$ cat config.mk
export PLATFORM = sky130hd
export DESIGN_NAME = memory_arbiter
export DESIGN_NICKNAME = d
export VERILOG_FILES = /design/src/rtl/memory_arbiter_pkg.sv /design/src/rtl/memory_arbiter.sv
export SDC_FILE = /design/constraint.sdc
export NUM_CORES = 1
export LEC_CHECK = 0
export ABC_AREA = 1
export BUFFER_PORTS_ARGS = -buffer_cell sky130_fd_sc_hd__buf_4
export CAP_MARGIN = 20
export CORE_ASPECT_RATIO = 0.75
export CORE_UTILIZATION = 46
export CTS_BUF_LIST = sky130_fd_sc_hd__clkbuf_16
export CTS_CLUSTER_DIAMETER = 120
export DETAILED_ROUTE_END_ITERATION = 10
export GPL_TIMING_DRIVEN = 0
export HOLD_SLACK_MARGIN = 0.06
export PLACE_DENSITY_LB_ADDON = 0.25
export SLEW_MARGIN = 20
export SYNTH_ARGS = -nofsm -noshare
export SYNTH_HDL_FRONTEND = slang
export SYNTH_SLANG_ARGS = --single-unit
$ cat constraint.sdc
create_clock -name clock -period 1.95 [get_ports clock]
set_clock_uncertainty 0.2 [all_clocks]
set_input_delay 0.0975 -clock clock [delete_from_list [all_inputs] [get_ports clock]]
set_output_delay 0.0975 -clock clock [all_outputs]
set_load 0.01 [all_outputs]
$ cat src/rtl/memory_arbiter_pkg.sv
// pack: shared state/owner types and constants for memory_arbiter
package pack;
  typedef enum logic [1:0] {IDLE, INSTR_WAIT, DATA_WAIT} arbiterState_;
  typedef enum logic {OWNER_INSTR, OWNER_DATA} arbiterOwner_;
  localparam logic [3:0] MEM_BYTE_ENABLE_ALL = 4'hF;
endpackage

$ cat src/rtl/memory_arbiter.sv
// memory_arbiter: shares one single-ported memory between fetch and data, data has fixed priority.
// Define ARBITER_STARVE_GUARD_EN to force a fetch grant after MAX_DATA_STREAK data grants.
module memory_arbiter
  import pack::*;
#(
  parameter int ADDRESS_WIDTH = 32,
  parameter int MAX_DATA_STREAK = 4
) (
  input  logic                     clock,
  input  logic                     reset,
  input  logic                     instructionRequest,
  input  logic [ADDRESS_WIDTH-1:0] instructionAddress,
  output logic [31:0]              instructionData,
  output logic                     instructionDataValid,
  input  logic [ADDRESS_WIDTH-1:0] dataAddress,
  input  logic                     loadRequest,
  input  logic                     storeValid,
  input  logic [31:0]              storeData,
  input  logic [3:0]               byteEnable,
  output logic [31:0]              loadData,
  output logic                     loadDataValid,
  output logic                     storeComplete,
  output logic                     memRequest,
  output logic                     memWrite,
  output logic [ADDRESS_WIDTH-1:0] memAddress,
  output logic [31:0]              memWriteData,
  output logic [3:0]               memByteEnable,
  input  logic                     memReady,
  input  logic                     memResponseValid,
  input  logic [31:0]              memReadData
);
  arbiterState_ state;
  arbiterOwner_ winner;
  logic dataWants, fetchForced, grant, capturedWrite;
  logic [ADDRESS_WIDTH-1:0] capturedAddress, winnerAddress;
  if (MAX_DATA_STREAK < 1) begin : gBadStreak
    $error("MAX_DATA_STREAK must be at least 1");
  end
`ifdef ARBITER_STARVE_GUARD_EN
  localparam int SW = $clog2(MAX_DATA_STREAK + 1);
  localparam logic [SW-1:0] STREAK_MAX = SW'(MAX_DATA_STREAK);
  logic [SW-1:0] streak;
  assign fetchForced = instructionRequest && streak == STREAK_MAX;
  always_ff @(posedge clock)
    if (reset) streak <= '0;
    else if (grant)
      streak <= winner == OWNER_INSTR ? '0 :
                (instructionRequest && streak != STREAK_MAX) ? streak + 1'b1 : streak;
`else
  assign fetchForced = 1'b0;
`endif
  assign dataWants = loadRequest || storeValid;
  assign winner = (dataWants && !fetchForced) ? OWNER_DATA : OWNER_INSTR;
  assign winnerAddress = winner == OWNER_DATA ? dataAddress : instructionAddress;
  assign memRequest = state == IDLE && (dataWants || instructionRequest);
  // store beats a simultaneous load because memWrite follows storeValid directly
  assign memWrite = memRequest && winner == OWNER_DATA && storeValid;
  assign memAddress = memRequest ? {winnerAddress[ADDRESS_WIDTH-1:2], 2'b00} : '0;
  assign memWriteData = memWrite ? storeData : '0;
  assign memByteEnable = memWrite ? byteEnable : MEM_BYTE_ENABLE_ALL;
  assign grant = memRequest && memReady;
  always_ff @(posedge clock)
    if (reset) begin
      state <= IDLE;
      capturedAddress <= '0;
      capturedWrite <= 1'b0;
      instructionData <= '0;
      instructionDataValid <= 1'b0;
      loadData <= '0;
      loadDataValid <= 1'b0;
      storeComplete <= 1'b0;
    end else begin
      instructionDataValid <= 1'b0;
      loadDataValid <= 1'b0;
      storeComplete <= 1'b0;
      case (state)
        IDLE:
          if (grant) begin
            state <= winner == OWNER_DATA ? DATA_WAIT : INSTR_WAIT;
            capturedAddress <= winnerAddress;
            capturedWrite <= memWrite;
          end
        INSTR_WAIT:
          if (memResponseValid) begin
            state <= IDLE;
            // a redirected or withdrawn fetch silently drops its response
            if (instructionRequest && instructionAddress == capturedAddress) begin
              instructionData <= memReadData;
              instructionDataValid <= 1'b1;
            end
          end
        DATA_WAIT:
          if (memResponseValid) begin
            state <= IDLE;
            if (capturedWrite) storeComplete <= 1'b1;
            else begin
              loadData <= memReadData;
              loadDataValid <= 1'b1;
            end
          end
        default: state <= IDLE;
      endcase
    end
  always_ff @(posedge clock)
    if (!reset) assert (!(loadRequest && storeValid));
endmodule

* Word level (Yosys, flattened, before mapping)
Index checks and enable logic that the tools add are counted.
** Cells by class
- Eq/ne operators :: 5
- Bitwise logic cells :: 4
- Mux-type cells :: 12
- Reductions and logical operators :: 15
** Operators with widths (number)
- $mux 32 :: 3
- $eq 32x32->1 :: 1
- $mux 2 :: 3
- $reduce_and 3->1 :: 2
- $reduce_or 3->1 :: 2
- $logic_and 1x1->1 :: 5
- $mux 1 :: 4
- $mux 4 :: 1
- $not 1->1 :: 4
- $pmux 2 s2 :: 1
- $reduce_and 2->1 :: 2
- $eq 2x1->1 const B :: 1
- $eq 2x2->1 const B :: 1
- $logic_not 2->1 :: 1
- $logic_or 1x1->1 :: 2
- $ne 2x1->1 const B :: 1
- $ne 2x2->1 const B :: 1
- $reduce_or 2->1 :: 1
** Storage, ports and cells
- Register bits :: 102

* Longest topological paths before layout
Gate-level depths: netlist of the first run.
- Depth after elaboration :: 6
- Gate-level depth with buffers :: 12
- Mapped depth without buffers :: 11

* Least setup slack after synthesis of the first run
OpenSTA, ideal clock, no wires.
- Path kind :: register -> register
- From :: reg state[0]
- To :: reg capturedAddress[24]
- Setup slack :: 0.186 ns
- Period minus slack after synthesis :: 1.764 ns
- Cell stages (with the launch flop) :: 11
- Data arrival time :: 1.449 ns
- Required time :: 1.635 ns
- Path through :: dfxtp_1 -> inv_1 -> ha_1 -> inv_1 -> nor2_2 -> nand2_1 -> inv_2 -> buf_4 -> buf_2 -> a21oi_1 -> o21a_1
** Between the ends
- Cells in the longest elaborated chain, start to end :: 4
** RTL lines
- start, declared :: RTL line memory_arbiter.sv:32 : arbiterState_ state;
- start signal, assigned :: RTL line memory_arbiter.sv:79 : state <= winner == OWNER_DATA ? DATA_WAIT : INSTR_WAIT;
- $logic_not 2->1 :: RTL line memory_arbiter.sv:55 : assign memRequest = state == IDLE && (dataWants || instructionRequest);
- $logic_and 1x1->1 :: RTL line memory_arbiter.sv:55
- via memRequest :: RTL line memory_arbiter.sv:23 : output logic memRequest,
- $logic_and 1x1->1 :: RTL line memory_arbiter.sv:61 : assign grant = memRequest && memReady;
- $reduce_and 2->1 (no source line)
- end signal, assigned :: RTL line memory_arbiter.sv:80 : capturedAddress <= winnerAddress;
- end, declared :: RTL line memory_arbiter.sv:35 : logic [ADDRESS_WIDTH-1:0] capturedAddress, winnerAddress;
The timed path passes the listed nets, and every way through them passes these cells.
A chain may end at the register's enable or synchronous reset.

* Worst setup path after layout of the first run
- From :: reg capturedAddress[27]
- To :: reg instructionData[5]
** Between the ends
- Cells in the longest elaborated chain, start to end :: 3
** RTL lines
- $eq 32x32->1 :: RTL line memory_arbiter.sv:87 : if (instructionRequest && instructionAddress == capturedAddress) begin
- $logic_and 1x1->1 :: RTL line memory_arbiter.sv:87
- $reduce_and 3->1 (no source line)
- end signal, assigned :: RTL line memory_arbiter.sv:88 : instructionData <= memReadData;
- end, declared :: RTL line memory_arbiter.sv:13 : output logic [31:0] instructionData,
No other way between the ends.

==> results.json, run 1 <==
{
  "ys_seq_area_share_pct": 38.2,
  "synth-seq-cells": 102,
  "slowest_delay_ns": 0.37,
  "die_w_um": 126,
  "p_leak_nw": 4.56,
  "core-area_um2": 11100,
  "grt_pass1_wl_um": 29200,
  "grt_pass1_vias": 5814,
  "clk_latency_ns": 0.33,
  "cap_violations": 0,
  "pwr_density_cell_nw_per_um2": 881,
  "clock_power_share_pct": 20.9,
  "p_comb_share_pct": 46.6,
  "grt_max_degree": 18,
  "ys_async_sr_fraction_pct": 0,
  "track_usage_pct": 31.3,
  "slew_violations": 0,
  "synth_edf_count": 0,
  "dp_slack_ns": -0.132,
  "critical_path_buf_inv_count": 3,
  "rows": 33,
  "fin_crit_sh_pct": 111,
  "drt_iter0_drc": 636,
  "finalSetupViolations": 74,
  "hold_viol": 0,
  "cp_max_fo": 8,
  "cts_max_level": 3,
  "drtAntennaViolNets": 0,
  "avgSynthCellArea_um2": 6.49,
  "clock_path_buffers": 2,
  "cp-start-kind": "flip-flop",
  "synth_area_um2": 5340,
  "ios": 276,
  "tns_ns": -8.81,
  "max-slew-margin-rel_pct": 57.3,
  "gr-total-overflow": 0,
  "seqPwrFrac_pct": 32.5,
  "fmax_mhz": 460,
  "synthCells": 823,
  "met1_length_um": 9170,
  "status": "complete, but fails checks",
  "routed_via_density": 5.36,
  "dr_wl_met2_um": 10500,
  "die_area_um2": 12100,
  "arrival_ns": 2.20,
  "yosysTopAreaCell": "dfxtp_1",
  "crit_type": "flip-flop to flip-flop",
  "violations": "setup timing",
  "layout_common_cells": "256 x buf_4, 143 x nand2_1, 117 x nor2_1",
  "cpLargestDelayFamily": "simple AND/OR/NAND/NOR gates",
  "ys_types": 35,
  "nets": 1325,
  "synthTopCellsByArea": "dfxtp_1 38%, nor2_1 11%, nand2_1 10%",
  "hold_class": "input port to flip-flop",
  "avgRoutedWirePerCell_um": 17.7,
  "n_fill_cell": 699,
  "critPathCaptureType": "flip-flop",
  "crit_path_frequent_cell": "nand2_1",
  "intPower_w": 0.00501,
  "drive_gt1_share_pct": 34.8,
  "start_util_pct": 48.1,
  "synth_flop_cell": "dfxtp_1",
  "switching_share_pct": 37.7,
  "switching_power_w": 0.00303,
  "synth_top_area_share_pct": 38.2,
  "highest_layer": "met4",
  "yosysWarnings": 0,
  "place.gp.congestion": 0.877,
  "cts_num_sinks": 102,
  "drc": 0,
  "cts_made_buffers": 9,
  "period_minus_slack_ns": 2.17,
  "crit_chain": "inv_1 > nand2_1 > nand2_1 > nor2_1 > nand2_1 > nor2_1 > nand2_1 > nor2_4 > buf_12 > buf_4 > nand3_1 > nand2_1 > nor2_1",
  "drt_pre_antenna_iters": 6,
  "mostFrequentLayoutCell": "buf_4",
  "cts_tree": "done",
  "worst_pin_slew_ns": 0.640,
  "dp_hpwl_um": 14100,
  "fin_ws_ns": -0.224,
  "antenna_cells": 0,
  "die_y_um": 95.3,
  "io_buffers": 272,
  "vias": 7114,
  "antenna_found_initial": 0,
  "synthToLayoutAreaGrowth_pct": 71.0,
  "ir_drop_v": 0.000633,
  "cts_root_buf": "clkbuf_16",
  "cp.required_ns": 1.98,
  "clk_pin_slew_ns": 0.07,
  "rsz0062_at_grt": "true",
  "wl_met3_um": 2490,
  "wl_um": 23500,
  "cpMaxStageDelayCell": "dfxtp_1"
}
[stage by stage]
stage               utilization (%)  area [um^2]  std cells  hold slack [ns]  total power, W
floorplan                         -         5350        824           0.0362         0.00409
global placement               68.1         7560       1236            0.149         0.00539
detailed placement             68.1         7560       1236            0.164         0.00544
CTS                            77.7         8630       1317           0.0484         0.00742
global route                   82.2         9130       1328           0.0842         0.00839
finish                         82.2         9130       1328           0.0801         0.00805
[cell usage after synthesis (2+ instances only)]
| master | count |
|---|---|
| nand3_1 | 38 |
| nand2_1 | 144 |
| buf_1 | 2 |
| or2_1 | 4 |
| dfxtp_1 | 102 |
| nor3_1 | 2 |
| a21oi_1 | 68 |
| inv_2 | 6 |
| o21ai_0 | 66 |
| nor2_4 | 3 |
| buf_6 | 3 |
| xor2_1 | 4 |
| o21ai_1 | 2 |
| o21a_1 | 30 |
| or2_2 | 9 |
| inv_1 | 116 |
| nor2_2 | 3 |
| ha_1 | 3 |
| buf_4 | 7 |
| xnor2_1 | 7 |
| nor2_1 | 157 |
| clkbuf_1 | 28 |
| buf_2 | 7 |
[power by group through the flow]
stage                     logic [W]  clock network, W  registers, W
after global placement      0.00277                 0       0.00261
after global routing        0.00397           0.00178       0.00264
after detailed placement    0.00281                 0       0.00262
after floorplan             0.00143                 0       0.00266
after CTS                   0.00316           0.00168       0.00259
final                       0.00375           0.00168       0.00261
[worst reg2reg max path, stage by stage, from the launching register on]
cell and delay, ns:
dfxtp_1 0.37, inv_1 0.07, nand2_1 0.07, nand2_1 0.09, nor2_1 0.30, nand2_1 0.10, nor2_1 0.12, nand2_1 0.12
nor2_4 0.15, buf_12 0.13, buf_4 0.14, nand3_1 0.07, nand2_1 0.08, nor2_1 0.06
[routing by layer]
| metal | track usage, % | up-vias |
|---|---|---|
| li1 | - | 3264 |
| met1 | 40.8 | 3224 |
| met2 | 51.6 | 489 |
| met4 | 9.54 | 0 |
| met5 | 0 | - |
| met3 | 7.58 | 137 |
[path summary, 6_finish.rpt]
| kind | to | cells past startpoint | slack (ns) | startpoint |
|---|---|---|---|---|
| max reg2reg | instructionData[5] | 13 | -0.22 | capturedAddress[27] |
| min | instructionDataValid | 6 | 0.08 | instructionAddress[16] |
| max | instructionData[5] | 13 | -0.22 | capturedAddress[27] |
| min reg2reg | instructionData[17] | 2 | 0.29 | instructionData[17] |
[state kept, by name (all words and copies together) (netlist names)]
register / count
loadData: 32
loadDataValid: 1
capturedWrite: 1
state: 2
instructionDataValid: 1
capturedAddress: 32
instructionData: 32
storeComplete: 1
[cells by family after synthesis]
| kind of cell | after synthesis | share of synthesized area [%] |
|---|---|---|
| AND/OR/NAND/NOR | 370 | 29.2 |
| buffers and inverters | 169 | 13.0 |
| other | 1 | 0.0702 |
| adder cells (fa/ha/maj) | 3 | 0.703 |
| AO/OA/AOI/OAI | 167 | 17.1 |
| XOR/XNOR | 11 | 1.80 |
| flip-flops | 102 | 38.2 |
[repair_timing]
action,CTS,global route
cloned,4,3
pin swaps,3,6
hold buffers,57,0
endpoints found under the hold margin,89,0
setup endpoints to repair,152,145
setup buffers,4,8
gates resized for setup,54,135
[cell type report]
| cell class | instances | area (um^2) | share of cell area (%) |
|---|---|---|---|
| plain buffers | 47 | 325 | 3.56 |
| flip-flops and latches | 102 | 2040 | 22.4 |
| multi-input cells | 553 | 2900 | 31.8 |
| clock inverters | 7 | 50.0 | 0.548 |
| well taps | 140 | 175 | 1.92 |
| repair buffers | 347 | 2940 | 32.2 |
| clock buffers | 9 | 225 | 2.47 |
| repair inverters | 1 | 7.51 | 0.0822 |
| inverters | 122 | 468 | 5.12 |
(Power assumes the default switching activity.)
==> run 2, diff against run 1 <==
- CAP_MARGIN: 20 -> not set
- RECOVER_POWER: not set -> 100
==> run 2 against run 1 <==
  * The flow still finishes with violations (setup timing)
  * Setup slack worse by 0.00096 ns
  * Die area unchanged
  * Sequential power hardly changed
  * Global-route usage did not move
  * Total power shrank 1.4%
  * Cell area is 2.8% lower
  * Flip-flop and latch count did not move
  * Critical endpoint is now loadData[2]
  * Highest routed layer unchanged
==> results.json, run 2 (synthesis results as in run 1) <==
{
  "io_buffers": 272,
  "cp.required_ns": 1.92,
  "placed_cells_incl_taps": 1236,
  "critPathCaptureType": "flip-flop",
  "fin_area_um2": 8880,
  "violations": "setup timing",
  "cpMaxStageDelayCell": "a21oi_1",
  "period_minus_slack_ns": 2.18,
  "clock_path_buffers": 2,
  "crit_type": "flip-flop to flip-flop",
  "drtAntennaViolNets": 0,
  "grt_pass1_vias": 5814,
  "drt_pre_antenna_iters": 5,
  "place.gp.congestion": 0.877,
  "hold_viol": 0,
  "hold_class": "input port to flip-flop",
  "rows": 33,
  "gr-total-overflow": 0,
  "grt_max_degree": 18,
  "antenna_found_initial": 0,
  "synthToLayoutAreaGrowth_pct": 66.3,
  "layout_common_cells": "189 x buf_4, 143 x nand2_1, 117 x nor2_1",
  "cp_max_fo": 10,
  "antenna_cells": 0,
  "cts_num_sinks": 102,
  "drc": 0,
  "slew_violations": 0,
  "arrival_ns": 2.15,
  "nets": 1325,
  "core-area_um2": 11100,
  "cts_max_level": 3,
  "final_util_pct": 80.0,
  "ir_drop_v": 0.000632,
  "largestRegisters": "capturedAddress: 32 flops, instructionData: 32 flops, loadData: 32 flops",
  "wl_um": 23500,
  "p_leak_nw": 4.28,
  "dp_hpwl_um": 14100,
  "vias": 7049,
  "fin_cells": 1328,
  "cts_tree": "done",
  "die_area_um2": 12100,
  "crit_chain": "inv_2 > buf_4 > ha_1 > nand2_1 > nor2_4 > clkbuf_2 > o21ai_0 > a21oi_1",
  "fmax_mhz": 460,
  "cap_violations": 0,
  "n_fill_cell": 790,
  "placed_cell_area_um2": 7560,
  "status": "complete, but fails checks",
  "start_util_pct": 48.1,
  "slowest_delay_ns": 0.46,
  "cts_made_buffers": 9,
  "die_w_um": 126,
  "multi_input_area_um2": 2900,
  "worst_pin_slew_ns": 0.638,
  "grt_pass1_wl_um": 29200,
  "avgRoutedWirePerCell_um": 17.7,
  "track_usage_pct": 31.3,
  "pwr_density_cell_nw_per_um2": 893,
  "die_y_um": 95.3,
  "drive_gt1_share_pct": 29.2,
  "fin_crit_sh_pct": 112,
  "drt_iter0_drc": 557,
  "routed_via_density": 5.31,
  "cts_root_buf": "clkbuf_16",
  "rsz0062_at_grt": "true",
  "clk_pin_slew_ns": 0.07,
  "fin_ws_ns": -0.225,
  "cp-start-kind": "flip-flop",
  "hold_slack_ns": 0.0764,
  "tns_ns": -8.59,
  "r2r_setup_slack_ns": -0.23,
  "mostFrequentLayoutCell": "buf_4",
  "clk_latency_ns": 0.33,
  "max-slew-margin-rel_pct": 57.5,
  "ff_latch_area_um2": 2040,
  "finalSetupViolations": 72,
  "ios": 276
}
==> run 2: through the flow <==
step | worst slack, ns | power, W
3_5_place_dp | -0.132 | 0.00544
6_report | -0.225 | 0.00793
2_1_floorplan | 0.186 | 0.00409
4_1_cts | -0.104 | 0.00742
5_1_grt | -0.368 | 0.00828
3_3_place_gp | -0.111 | 0.00539
==> run 2: critical path, delay by kind of cell, from the launching register on <==
kind	cells	cell delay, ns
AOI/OAI and AO/OA	2	0.61
buffers and inverters	3	0.45
DFF	1	0.34
and+or+nand+nor	2	0.29
adders and majority gates	1	0.13
==> run 2: layout make-up <==
| type | count | area share (%) |
|---|---|---|
| clock inverters | 7 | 0.563 |
| inverters | 122 | 5.27 |
| well taps | 140 | 1.97 |
| repair buffers | 347 | 30.2 |
| multi-input cells | 553 | 32.7 |
| plain buffers | 47 | 3.66 |
| repair inverters | 1 | 0.0845 |
| clock buffers | 9 | 2.54 |
| flip-flops and latches | 102 | 23.0 |
==> run 2: path summary, 6_finish.rpt <==
path	from	endpoint	cells past startpoint
worst max-delay path	state[0]	loadData[2]	8
worst max register to register	state[0]	loadData[2]	8
worst min-delay path	instructionAddress[16]	instructionDataValid	6
worst min register to register	instructionData[17]	instructionData[17]	2
==> run 2: layer usage <==
metal / routed length, um / track usage [%] / vias up
met2: 10600 / 51.6 / 465
met5: 0 / 0 / -
met3: 2420 / 7.58 / 133
li1: - / - / 3256
met4: 1280 / 9.54 / 0
met1: 9190 / 40.8 / 3195
==> run 2: what timing repair did <==
action                     in CTS  in global routing
hold endpoints to repair       89                  0
resized for setup              54                135
setup endpoints to repair     152                145
hold buffers                   57                  0
buffers inserted                4                  8
gates cloned                    4                  3
pin swaps                       3                  6
==> run 2: power by group <==
part           total (W)  internal (W)  switching, W  leakage [nW]
Sequential       0.00261       0.00239      0.000217         0.833
Combinational    0.00364       0.00164       0.00200          3.31
Clock            0.00168      0.000870      0.000812         0.135
==> run 3, diff against run 2 <==
- CORE_MARGIN: not set -> 4
==> run 3 against run 2 <==
  * The flow still finishes with violations (setup timing)
  * Fmax barely moved
  * Setup slack got worse by 0.0011 ns
  * Total power rose by 3.4%
  * Clock power rose by 12%
  * Sequential share of layout area fell by 0.54 points
  * Sequential power barely moved
  * Cell area rose by 2.5%
  * Utilization rose by 1.7 points
  * First-iteration DRC count rose by 17%
==> results.json, run 3 (synthesis results as in run 1) <==
{
  "cts_made_buffers": 9,
  "pwr_density_cell_nw_per_um2": 901,
  "grt_pass1_vias": 6734,
  "clk_pin_slew_ns": 0.07,
  "critPathCaptureType": "flip-flop",
  "crit_path_frequent_cell": "nand2_1",
  "cts_max_level": 3,
  "r2r_setup_slack_ns": -0.23,
  "crit_type": "flip-flop to flip-flop",
  "p_comb_share_pct": 45.2,
  "final_util_pct": 81.6,
  "drive_gt1_share_pct": 29.4,
  "cts_tree": "done",
  "hold_class": "input port to flip-flop",
  "avgRoutedWirePerCell_um": 18.6,
  "critPathCapture": "instructionData[2]",
  "r2r_start": "capturedAddress[27]",
  "ir_drop_v": 0.000648,
  "cp-start-kind": "flip-flop",
  "vias": 7251,
  "antenna_found_initial": 0,
  "grt_max_degree": 16,
  "drt_iter0_drc": 653,
  "die_w_um": 132,
  "cts_num_sinks": 102,
  "grt_pass1_wl_um": 34900,
  "largestRegisters": "capturedAddress: 32 flops, instructionData: 32 flops, loadData: 32 flops",
  "io_buffers": 272,
  "slew_violations": 0,
  "place.gp.congestion": 0.915,
  "clock_power_share_pct": 22.9,
  "worstSetupStartpoint": "capturedAddress[27]",
  "die_area_um2": 13400,
  "max-slew-margin-rel_pct": 59.3,
  "rows": 33,
  "hold_viol": 0,
  "fin_crit_sh_pct": 112,
  "period_minus_slack_ns": 2.18,
  "worst_pin_slew_ns": 0.611,
  "rr_worst_depth": 12,
  "fmax_mhz": 460,
  "track_usage_pct": 32.4,
  "switching_power_w": 0.00303,
  "cp_max_fo": 5,
  "cp.required_ns": 1.99,
  "die_y_um": 101,
  "slowest_delay_ns": 0.35,
  "antenna_cells": 0,
  "synthToLayoutAreaGrowth_pct": 70.3,
  "fin_area_um2": 9100,
  "cpMaxStageDelayCell": "dfxtp_2",
  "seqPwrFrac_pct": 31.8,
  "violations": "setup timing",
  "clk_latency_ns": 0.34,
  "drtAntennaViolNets": 0,
  "cap_violations": 0,
  "clock_path_buffers": 2,
  "nets": 1340,
  "fin_ws_ns": -0.226,
  "drt_pre_antenna_iters": 7,
  "status": "complete, but fails checks",
  "drc": 0,
  "start_util_pct": 47.9,
  "dp_hpwl_um": 15200,
  "finalSetupViolations": 69,
  "core-area_um2": 11100,
  "gr-total-overflow": 0,
  "reg2reg_to": "instructionData[2]",
  "cts_root_buf": "clkbuf_16",
  "layout_common_cells": "186 x buf_4, 143 x nand2_1, 117 x nor2_1",
  "p_leak_nw": 4.39,
  "ios": 276,
  "switching_share_pct": 37.0,
  "routed_via_density": 5.40,
  "mostFrequentLayoutCell": "buf_4",
  "rsz0062_at_grt": "true",
  "arrival_ns": 2.21,
  "wl_um": 25000,
  "placed_cell_area_um2": 7560,
  "intPower_w": 0.00517,
  "n_fill_cell": 747,
  "crit_chain": "nand2_1 > nand2_1 > nor2_4 > nand2_1 > nor2_1 > nand2_1 > nor2_4 > buf_6 > buf_6 > nand3_1 > nand2_1 > nor2_1"
}
==> run 3: cell types whose count changed in the layout (fill, tap and decap cells not counted), moves of 2 or more <==
cell	previous run	this run
dlygate4sd3_1	57	66
buf_6	42	48
buf_12	6	1
clkbuf_16	9	14
buf_4	189	186
clkbuf_4	0	3
clkinv_4	3	0
bufinv_16	0	2
o21ai_0	64	66
o21ai_1	4	2
==> run 3: critical path, delay by kind of cell, from the launching register on <==
kind	cells	cell delay, ns
and+or+nand+nor	10	1.29
DFF	1	0.35
buffers and inverters	2	0.26
==> run 3: worst min-delay path by stage <==
stage	endpoint	startpoint	depth (start not counted)	slack [ns]
2_1_floorplan	capturedWrite	memReady	2	0.04
3_3_place_gp	loadData[10]	memReadData[10]	3	0.15
3_5_place_dp	loadData[7]	memReadData[7]	3	0.16
4_1_cts	instructionDataValid	instructionAddress[20]	6	0.02
5_1_grt	instructionDataValid	instructionAddress[2]	6	0.08
6_report	instructionDataValid	instructionAddress[20]	6	0.03
==> run 3: what timing repair did <==
action / in CTS / in global routing
endpoints found under the setup margin: 153 / 144
buffers inserted: 6 / 9
cloned: 4 / 6
hold buffers: 65 / 1
endpoints found under the hold margin: 97 / 1
resized for setup: 120 / 66
pin swaps: 4 / 9
==> run 3: layout make-up <==
cell class / instances / area [um^2] / share of cell area (%)
Sequential cell: 102 / 2050 / 22.5
Inverter: 122 / 468 / 5.14
Clock buffer: 9 / 225 / 2.47
Buffer: 47 / 352 / 3.86
Multi-Input combinational cell: 553 / 2910 / 31.9
Clock inverter: 6 / 80.1 / 0.880
Timing Repair Buffer: 362 / 2840 / 31.2
Tap cell: 140 / 175 / 1.92
Timing Repair inverter: 1 / 7.51 / 0.0825
==> run 3: per-stage QoR <==
step	hold WS [ns]	total power, W	setup TNS (ns)	cells	setup slack, ns
finish	0.0301	0.00820	-7.05	1342	-0.226
global route	0.0790	0.00851	-12.17	1342	-0.312
CTS	0.0163	0.00795	-1.79	1326	-0.114
detailed placement	0.160	0.00547	-6.45	1236	-0.106
global placement	0.149	0.00542	-4.60	1236	-0.0754
floorplan	0.0362	0.00409	0	824	0.186
==> run 3: power groups by stage <==
stage	Sequential (W)	Combinational (W)	Clock, W
2_1_floorplan	0.00266	0.00143	0
5_1_grt	0.00263	0.00391	0.00197
4_1_cts	0.00259	0.00347	0.00189
3_5_place_dp	0.00262	0.00285	0
6_report	0.00261	0.00371	0.00188
3_3_place_gp	0.00261	0.00281	0
==> run 3: routing by layer <==
metal	track usage, %	vias up	share of wire (%)
met5	0	-	0
met3	9.14	133	11
met4	14.0	0	5.7
met2	54.9	504	46
met1	39.0	3321	37
li1	-	3293	-
